**src/rtl/mult_div_if.sv**
```systemverilog
// Request/response bundle between the EX stage and the multiply/divide unit.
interface mult_div_if #(
   parameter int WIDTH = 32
);
   logic                 start;
   logic [2:0]           op;
   logic                 flush;
   logic [WIDTH-1:0]     operand_1;
   logic [WIDTH-1:0]     operand_2;
   logic [WIDTH-1:0]     hi;
   logic [WIDTH-1:0]     lo;
   logic                 busy;
   logic                 done;
   logic                 div_zero;
   logic [2*WIDTH-1:0]   result;

   modport master (
      output start, op, flush, operand_1, operand_2, hi, lo,
      input  busy, done, div_zero, result
   );

   modport slave (
      input  start, op, flush, operand_1, operand_2, hi, lo,
      output busy, done, div_zero, result
   );
endinterface

```
**src/rtl/mult_div_unit.sv**
```systemverilog
// Iterative multiply / multiply-accumulate / restoring divide unit with
// start/busy/done handshake, flush and divide-by-zero reporting.
// result is {hi, lo}: product/accumulation, or {remainder, quotient}.
module mult_div_unit #(
   parameter int WIDTH        = 32,
   parameter int MULT_LATENCY = 2
) (
   input logic       clk,
   input logic       rst,
   mult_div_if.slave bus
);

   localparam int W       = WIDTH;
   localparam int W2      = 2 * WIDTH;
   localparam int CNT_MAX = (WIDTH > MULT_LATENCY) ? WIDTH : MULT_LATENCY;
   localparam int CW      = $clog2(CNT_MAX + 1);

   typedef enum logic [1:0] {S_IDLE, S_MUL, S_DIV, S_FIX} state_t;

   // Two's-complement negate when n is set (operand / quotient / remainder width).
   function automatic logic [W-1:0] cneg_w(input logic n, input logic [W-1:0] v);
      return n ? W'(-v) : v;
   endfunction

   // Two's-complement negate when n is set (full product width).
   function automatic logic [W2-1:0] cneg_2w(input logic n, input logic [W2-1:0] v);
      return n ? W2'(-v) : v;
   endfunction

   // Control state (reset)
   state_t          state_q, state_d;
   logic [CW-1:0]   cnt_q, cnt_d;
   logic            done_q, done_d;
   logic            dz_q, dz_d;
   logic [W2-1:0]   result_q, result_d;

   // Operation context and divider datapath (no reset needed)
   logic [2:0]      op_q, op_d;
   logic [W-1:0]    op1_q, op1_d;
   logic [W-1:0]    mag1_q, mag1_d;
   logic [W-1:0]    mag2_q, mag2_d;
   logic            neg1_q, neg1_d;
   logic            neg2_q, neg2_d;
   logic            divz_q, divz_d;
   logic [W2-1:0]   acc_q, acc_d;
   logic [W-1:0]    rem_q, rem_d;
   logic [W-1:0]    quo_q, quo_d;

   // Accept-path sign handling: signed ops are the even op codes.
   logic            in_signed, in_neg1, in_neg2, in_is_div;
   logic [W-1:0]    in_mag1, in_mag2;

   assign in_signed = ~bus.op[0];
   assign in_is_div = bus.op[2] & bus.op[1];
   assign in_neg1   = in_signed & bus.operand_1[W-1];
   assign in_neg2   = in_signed & bus.operand_2[W-1];
   assign in_mag1   = cneg_w(in_neg1, bus.operand_1);
   assign in_mag2   = cneg_w(in_neg2, bus.operand_2);

   // Multiply path: magnitude product, re-signed, then optional accumulate.
   logic [W2-1:0]   mag_prod, sprod, mul_res;

   assign mag_prod = W2'(mag1_q) * W2'(mag2_q);
   assign sprod    = cneg_2w(neg1_q ^ neg2_q, mag_prod);
   assign mul_res  = (op_q[2:1] == 2'b01) ? acc_q + sprod :
                     (op_q[2:1] == 2'b10) ? acc_q - sprod : sprod;

   // Restoring divide step: shift next dividend bit into the partial remainder
   // and try subtracting the divisor; bit W of the trial is the borrow.
   logic [W:0]      shifted, trial;
   logic [W2-1:0]   div_res;

   assign shifted = {rem_q, quo_q[W-1]};
   assign trial   = shifted - {1'b0, mag2_q};
   assign div_res = {cneg_w(neg1_q, rem_q), cneg_w(neg1_q ^ neg2_q, quo_q)};

   // Next-state and datapath update logic.
   always_comb begin
      state_d  = state_q;
      cnt_d    = cnt_q;
      done_d   = 1'b0;
      dz_d     = dz_q;
      result_d = result_q;
      op_d     = op_q;
      op1_d    = op1_q;
      mag1_d   = mag1_q;
      mag2_d   = mag2_q;
      neg1_d   = neg1_q;
      neg2_d   = neg2_q;
      divz_d   = divz_q;
      acc_d    = acc_q;
      rem_d    = rem_q;
      quo_d    = quo_q;

      case (state_q)
         S_IDLE: begin
            if (bus.start && !bus.flush) begin
               op_d   = bus.op;
               op1_d  = bus.operand_1;
               mag1_d = in_mag1;
               mag2_d = in_mag2;
               neg1_d = in_neg1;
               neg2_d = in_neg2;
               acc_d  = {bus.hi, bus.lo};
               dz_d   = 1'b0;
               divz_d = 1'b0;
               if (in_is_div) begin
                  rem_d = '0;
                  quo_d = in_mag1;
                  if (bus.operand_2 == '0) begin
                     divz_d  = 1'b1;
                     state_d = S_FIX;
                  end else begin
                     cnt_d   = CW'(W - 1);
                     state_d = S_DIV;
                  end
               end else begin
                  cnt_d   = CW'(MULT_LATENCY - 1);
                  state_d = S_MUL;
               end
            end
         end

         S_MUL: begin
            if (bus.flush) begin
               cnt_d   = '0;
               state_d = S_IDLE;
            end else if (cnt_q == '0) begin
               result_d = mul_res;
               done_d   = 1'b1;
               state_d  = S_IDLE;
            end else begin
               cnt_d = cnt_q - CW'(1);
            end
         end

         S_DIV: begin
            if (bus.flush) begin
               cnt_d   = '0;
               state_d = S_IDLE;
            end else begin
               if (!trial[W]) begin
                  rem_d = trial[W-1:0];
                  quo_d = {quo_q[W-2:0], 1'b1};
               end else begin
                  rem_d = shifted[W-1:0];
                  quo_d = {quo_q[W-2:0], 1'b0};
               end
               if (cnt_q == '0) begin
                  state_d = S_FIX;
               end else begin
                  cnt_d = cnt_q - CW'(1);
               end
            end
         end

         S_FIX: begin
            state_d = S_IDLE;
            if (!bus.flush) begin
               done_d = 1'b1;
               if (divz_q) begin
                  result_d = {op1_q, {W{1'b1}}};
                  dz_d     = 1'b1;
               end else begin
                  result_d = div_res;
               end
            end
         end

         default: state_d = S_IDLE;
      endcase
   end

   // Control and visible result registers, asynchronously cleared.
   always_ff @(posedge clk or negedge rst) begin
      if (!rst) begin
         state_q  <= S_IDLE;
         cnt_q    <= '0;
         done_q   <= 1'b0;
         dz_q     <= 1'b0;
         result_q <= '0;
      end else begin
         state_q  <= state_d;
         cnt_q    <= cnt_d;
         done_q   <= done_d;
         dz_q     <= dz_d;
         result_q <= result_d;
      end
   end

   // Operation context and divider working registers.
   always_ff @(posedge clk) begin
      op_q   <= op_d;
      op1_q  <= op1_d;
      mag1_q <= mag1_d;
      mag2_q <= mag2_d;
      neg1_q <= neg1_d;
      neg2_q <= neg2_d;
      divz_q <= divz_d;
      acc_q  <= acc_d;
      rem_q  <= rem_d;
      quo_q  <= quo_d;
   end

   assign bus.busy     = (state_q != S_IDLE);
   assign bus.done     = done_q;
   assign bus.div_zero = dz_q;
   assign bus.result   = result_q;

endmodule

```
**src/flat_wrapper.sv**
```systemverilog
// flat-port wrapper written by rule: the top's interface ports become plain ports
module mult_div_unit_flat 
#(
   parameter int WIDTH        = 32,
   parameter int MULT_LATENCY = 2
)
  (clk, rst, bus_start, bus_op, bus_flush, bus_operand_1, bus_operand_2, bus_hi, bus_lo, bus_busy, bus_done, bus_div_zero, bus_result);
  mult_div_if #(.WIDTH(WIDTH)) bus_i ();
  input logic clk;
  input logic rst;
  input wire logic [$bits(bus_i.start)-1:0] bus_start;
  input wire logic [$bits(bus_i.op)-1:0] bus_op;
  input wire logic [$bits(bus_i.flush)-1:0] bus_flush;
  input wire logic [$bits(bus_i.operand_1)-1:0] bus_operand_1;
  input wire logic [$bits(bus_i.operand_2)-1:0] bus_operand_2;
  input wire logic [$bits(bus_i.hi)-1:0] bus_hi;
  input wire logic [$bits(bus_i.lo)-1:0] bus_lo;
  output wire logic [$bits(bus_i.busy)-1:0] bus_busy;
  output wire logic [$bits(bus_i.done)-1:0] bus_done;
  output wire logic [$bits(bus_i.div_zero)-1:0] bus_div_zero;
  output wire logic [$bits(bus_i.result)-1:0] bus_result;
  assign bus_i.start = bus_start;
  assign bus_i.op = bus_op;
  assign bus_i.flush = bus_flush;
  assign bus_i.operand_1 = bus_operand_1;
  assign bus_i.operand_2 = bus_operand_2;
  assign bus_i.hi = bus_hi;
  assign bus_i.lo = bus_lo;
  assign bus_busy = bus_i.busy;
  assign bus_done = bus_i.done;
  assign bus_div_zero = bus_i.div_zero;
  assign bus_result = bus_i.result;
  mult_div_unit #(.WIDTH(WIDTH), .MULT_LATENCY(MULT_LATENCY)) u_core (.clk(clk), .rst(rst), .bus(bus_i));
endmodule
```
**config.mk**
```make
export PLATFORM = sky130hd
export DESIGN_NAME = mult_div_unit_flat
export DESIGN_NICKNAME = d
export VERILOG_FILES = /design/src/rtl/mult_div_if.sv /design/src/rtl/mult_div_unit.sv /design/src/flat_wrapper.sv
export SDC_FILE = /design/constraint.sdc
export NUM_CORES = 2
export LEC_CHECK = 0
export CORE_UTILIZATION = 45
export DETAILED_ROUTE_END_ITERATION = 8
export PLACE_DENSITY = 0.6
export SETUP_SLACK_MARGIN = 0.05
export SYNTH_ARGS = -nofsm -noshare
export SYNTH_HDL_FRONTEND = slang
export SYNTH_SLANG_ARGS = --single-unit
```
**constraint.sdc**
```tcl
create_clock -name clk -period 14.63 [get_ports clk]
set_input_delay 2.926 -clock clk [delete_from_list [all_inputs] [get_ports clk]]
set_output_delay 2.926 -clock clk [all_outputs]
set_load 0.01 [all_outputs]
```
==> flow_summary.yaml <==
grt:
  grt_pass1_wl_um: 283000
  grt_overflow_total: 0
  antenna_found_initial: 7
  grt_max_degree: 101
  grt_pass1_vias: 47400
  grt_use_total: 0.279
run:
  max_cap_viol_count: 0
route:
  drc: 0
  via_per_inst: 5.69
  wl_per_cell_um: 21.9
  drtIter0Drc: 3890
  wl_um: 180000
  first_pass_iters: 7
  ant_nets: 0
  vias: 46800
worst_setup_path:
  crit_path_max_fanout: 33
  end_kind: "flip-flop"
  r2r_start: "u_core.mag2_q[15]"
  r2r-end: "u_core.bus.result[60]"
  crit_arrival_ps: 14390
  slowest_stage: "edfxtp_1"
  crit_required_ps: 15190
  path_common_cell: "fa_1"
  criticalPathCategory: "flip-flop to flip-flop"
  slowest_delay_ps: 1290
  reg2reg_depth: 39
  start_kind: "flip-flop"
  rrSetupSlack_ps: 800
hold_path:
  hold_path.class: "flip-flop to flip-flop"
  min-delay-start: "u_core.bus.result[13]"
  worstHoldEndpoint: "u_core.bus.result[13]"
  whs_path_depth: 2
sta:
  final-max-slew-violation-count: 0
  post-route-min-period_ps: 13830
  fin_skew_ps: 39.2
  finalHoldViolCount: 0
  period_share: 0.945
  max_slew_margin: 0.0571
  tightest_slew_ps: 1410
  setup-violations-final: 0
  max_freq_ghz: 0.0723
  hold_slack_ps: 477
  setup_tns_ps: 0
  grt_setup_unrepaired: "no"
synthesis:
  synth-compound-area-share: 0.137
  ys_async_sr_fraction: 0.245
  synth-adder-area-share: 0.400
  synth_top_area_frac: 0.309
  synth_edf_count: 228
  synthSimpleGateAreaFrac: 0.177
  synthTopCellsByArea: "fa_1 (31%), edfxtp_1 (12%), ha_1 (9.0%)"
  synth_area_sq_mm: 0.0582
  syn-num-nets: 7997
  synth_ff_type: "edfxtp_1"
  ys_ff_latch: 302
  syn_avg_cell_area_sq_um: 8.89
  synthMuxAreaShare: 0.00736
  yosysSeqAreaShare: 0.150
  synth_xor_area_frac: 0.0395
  yosysWarnings: 0
  ys_types: 114
  syn_inst: 6543
  synth_top_area_cell: "fa_1"
  synth_top_family_by_area: "adder cells"
cts:
  cts_tree: "done"
  path_clk_slew_ps: 70
  post_cts.repair.setup_buffers: 0
  max-clock-path-buffers: 3
  htreeDepth: 2
  cts_root_buf: "clkbuf_16"
  clkLatencyLatePin_ps: 640
  clkSinkCount: 302
  cts_resized: 0
  cts_buffers: 40
  cts_hold_buf: 0
place:
  io_buffers: 201
  dpl.hpwl_um: 144000
  gp_congestion: 0.933
floorplan:
  die-width_um: 361
  die_h_um: 361
  start_util: 0.455
  top_level_ports: 202
  dieArea_sq_mm: 0.131
  rows: 131
  core-area_sq_mm: 0.128
final_layout:
  nets: 7973
  area_growth_pct: 8.34
  drive_gt1_frac: 0.0426
status:
  status: "finished clean"
-- layout by cell type, fill, tap and decap left out, drive strengths merged, types with 30 or more instances in the layout --
cell / count
and3: 35
a221oi: 30
a21oi: 292
nor2b: 35
nand3: 51
clkdlybuf4s50: 200
edfxtp: 228
inv: 1031
a211oi: 40
o22ai: 34
xor2: 137
a21o: 84
dfrtp: 74
mux2: 30
xnor2: 123
o221ai: 30
a31oi: 45
a221o: 41
o21ai: 283
buf: 91
nor2: 282
o21bai: 42
ha: 420
and2: 615
clkbuf: 52
fa: 899
o31ai: 36
nand2: 769
nand2b: 39
nor3: 78
-- logic make-up (layout without fill, tap and decap cells) --
family	Yosys count	after routing
buffers and inverters	1387	1394
other	0	2
AO/OA/AOI/OAI	1179	1179
XOR/XNOR	260	260
adder cells (fa/ha/maj)	1319	1319
AND/OR/NAND/NOR	2057	2057
flip-flops	302	302
multiplexers	39	39
-- critical path: cells and delay by family, from the launching register on --
| kind | cells | cell delay, ps |
|---|---|---|
| buf+inv | 3 | 190 |
| flops | 1 | 1290 |
| simple gates | 4 | 1460 |
| compound gates | 20 | 5100 |
| fa+ha+maj | 10 | 4850 |
| xor+xnor | 2 | 830 |
-- flip-flops by register name, indices dropped and copies added, names as in the netlist, 2 cells and up --
signal / cells
u_core.mag1_q: 32
u_core.rem_q: 32
u_core.bus.result: 64
u_core.mag2_q: 32
u_core.acc_q: 64
u_core.op_q: 2
u_core.state_q: 2
u_core.cnt_q: 6
u_core.op1_q: 31
u_core.quo_q: 32
-- synth_stat cells, types with 12 or more instances --
cell and number:
inv_1 1029, fa_1 899, nand2_1 769, and2_1 615, ha_1 420, clkbuf_1 338
a21oi_1 285, nor2_1 282, o21ai_0 267, edfxtp_1 228, xor2_1 137, xnor2_1 120
a21o_1 83, nor3_1 76, dfrtp_1 74, nand3_1 50, a31oi_1 45, o21bai_1 42
a221o_1 40, nand2b_1 39, a211oi_1 38, nor2b_1 35, and3_1 34, o22ai_1 34
o31ai_1 34, o221ai_1 30, a221oi_1 29, mux2_2 29, o211ai_1 26, or3_1 25
nor4_1 20, or2_2 20, or4_1 19, a22oi_1 17, nand4_1 17, o21a_1 17
o21ai_1 15, a211o_1 14, o41ai_1 13, a311oi_1 12, buf_1 12
-- per-layer routing --
metal | vias up | GRT usage | part of all wire
li1 | 21200 | - | -
met4 | 0 | 0.0603 | 0.024
met2 | 1742 | 0.431 | 0.44
met3 | 174 | 0.0381 | 0.075
met1 | 23700 | 0.415 | 0.46
met5 | - | 0 | 0
-- cell type report --
cell class / instances / area, sq um
clock buffers: 52 / 1080
fillers: 12200 / 64800
flip-flops and latches: 302 / 8700
clock inverters: 21 / 258
diodes: 2 / 5.00
well taps: 1662 / 2080
multi-input cells: 4854 / 44300
inverters: 1030 / 3870
repair buffers: 291 / 2690
-- stage by stage --
stage,instance area (sq um),utilization,setup slack [ps],instances
final,63000,0.493,800,8214
after floorplan,58200,-,3450,6543
after CTS,63000,0.493,956,8212
after global routing,63000,0.493,55.8,8213
after detailed placement,61700,0.482,1040,8139
after global placement,61700,0.482,1060,8139
-- worst max-delay path by stage --
stage | cells after the start | slack [ps] | startpoint | end
after global routing | 39 | 60 | u_core.mag2_q[15] | u_core.bus.result[60]
after floorplan | 43 | 3450 | u_core.mag1_q[10] | u_core.bus.result[60]
after CTS | 39 | 960 | u_core.mag2_q[15] | u_core.bus.result[60]
after global placement | 42 | 1060 | u_core.mag2_q[17] | u_core.bus.result[60]
after detailed placement | 39 | 1040 | u_core.mag1_q[19] | u_core.bus.result[60]
final | 39 | 800 | u_core.mag2_q[15] | u_core.bus.result[60]
Power is left out: the tool's default activity adds up to more than one toggle a clock period on the data nets, which glitch-free logic cannot reach.
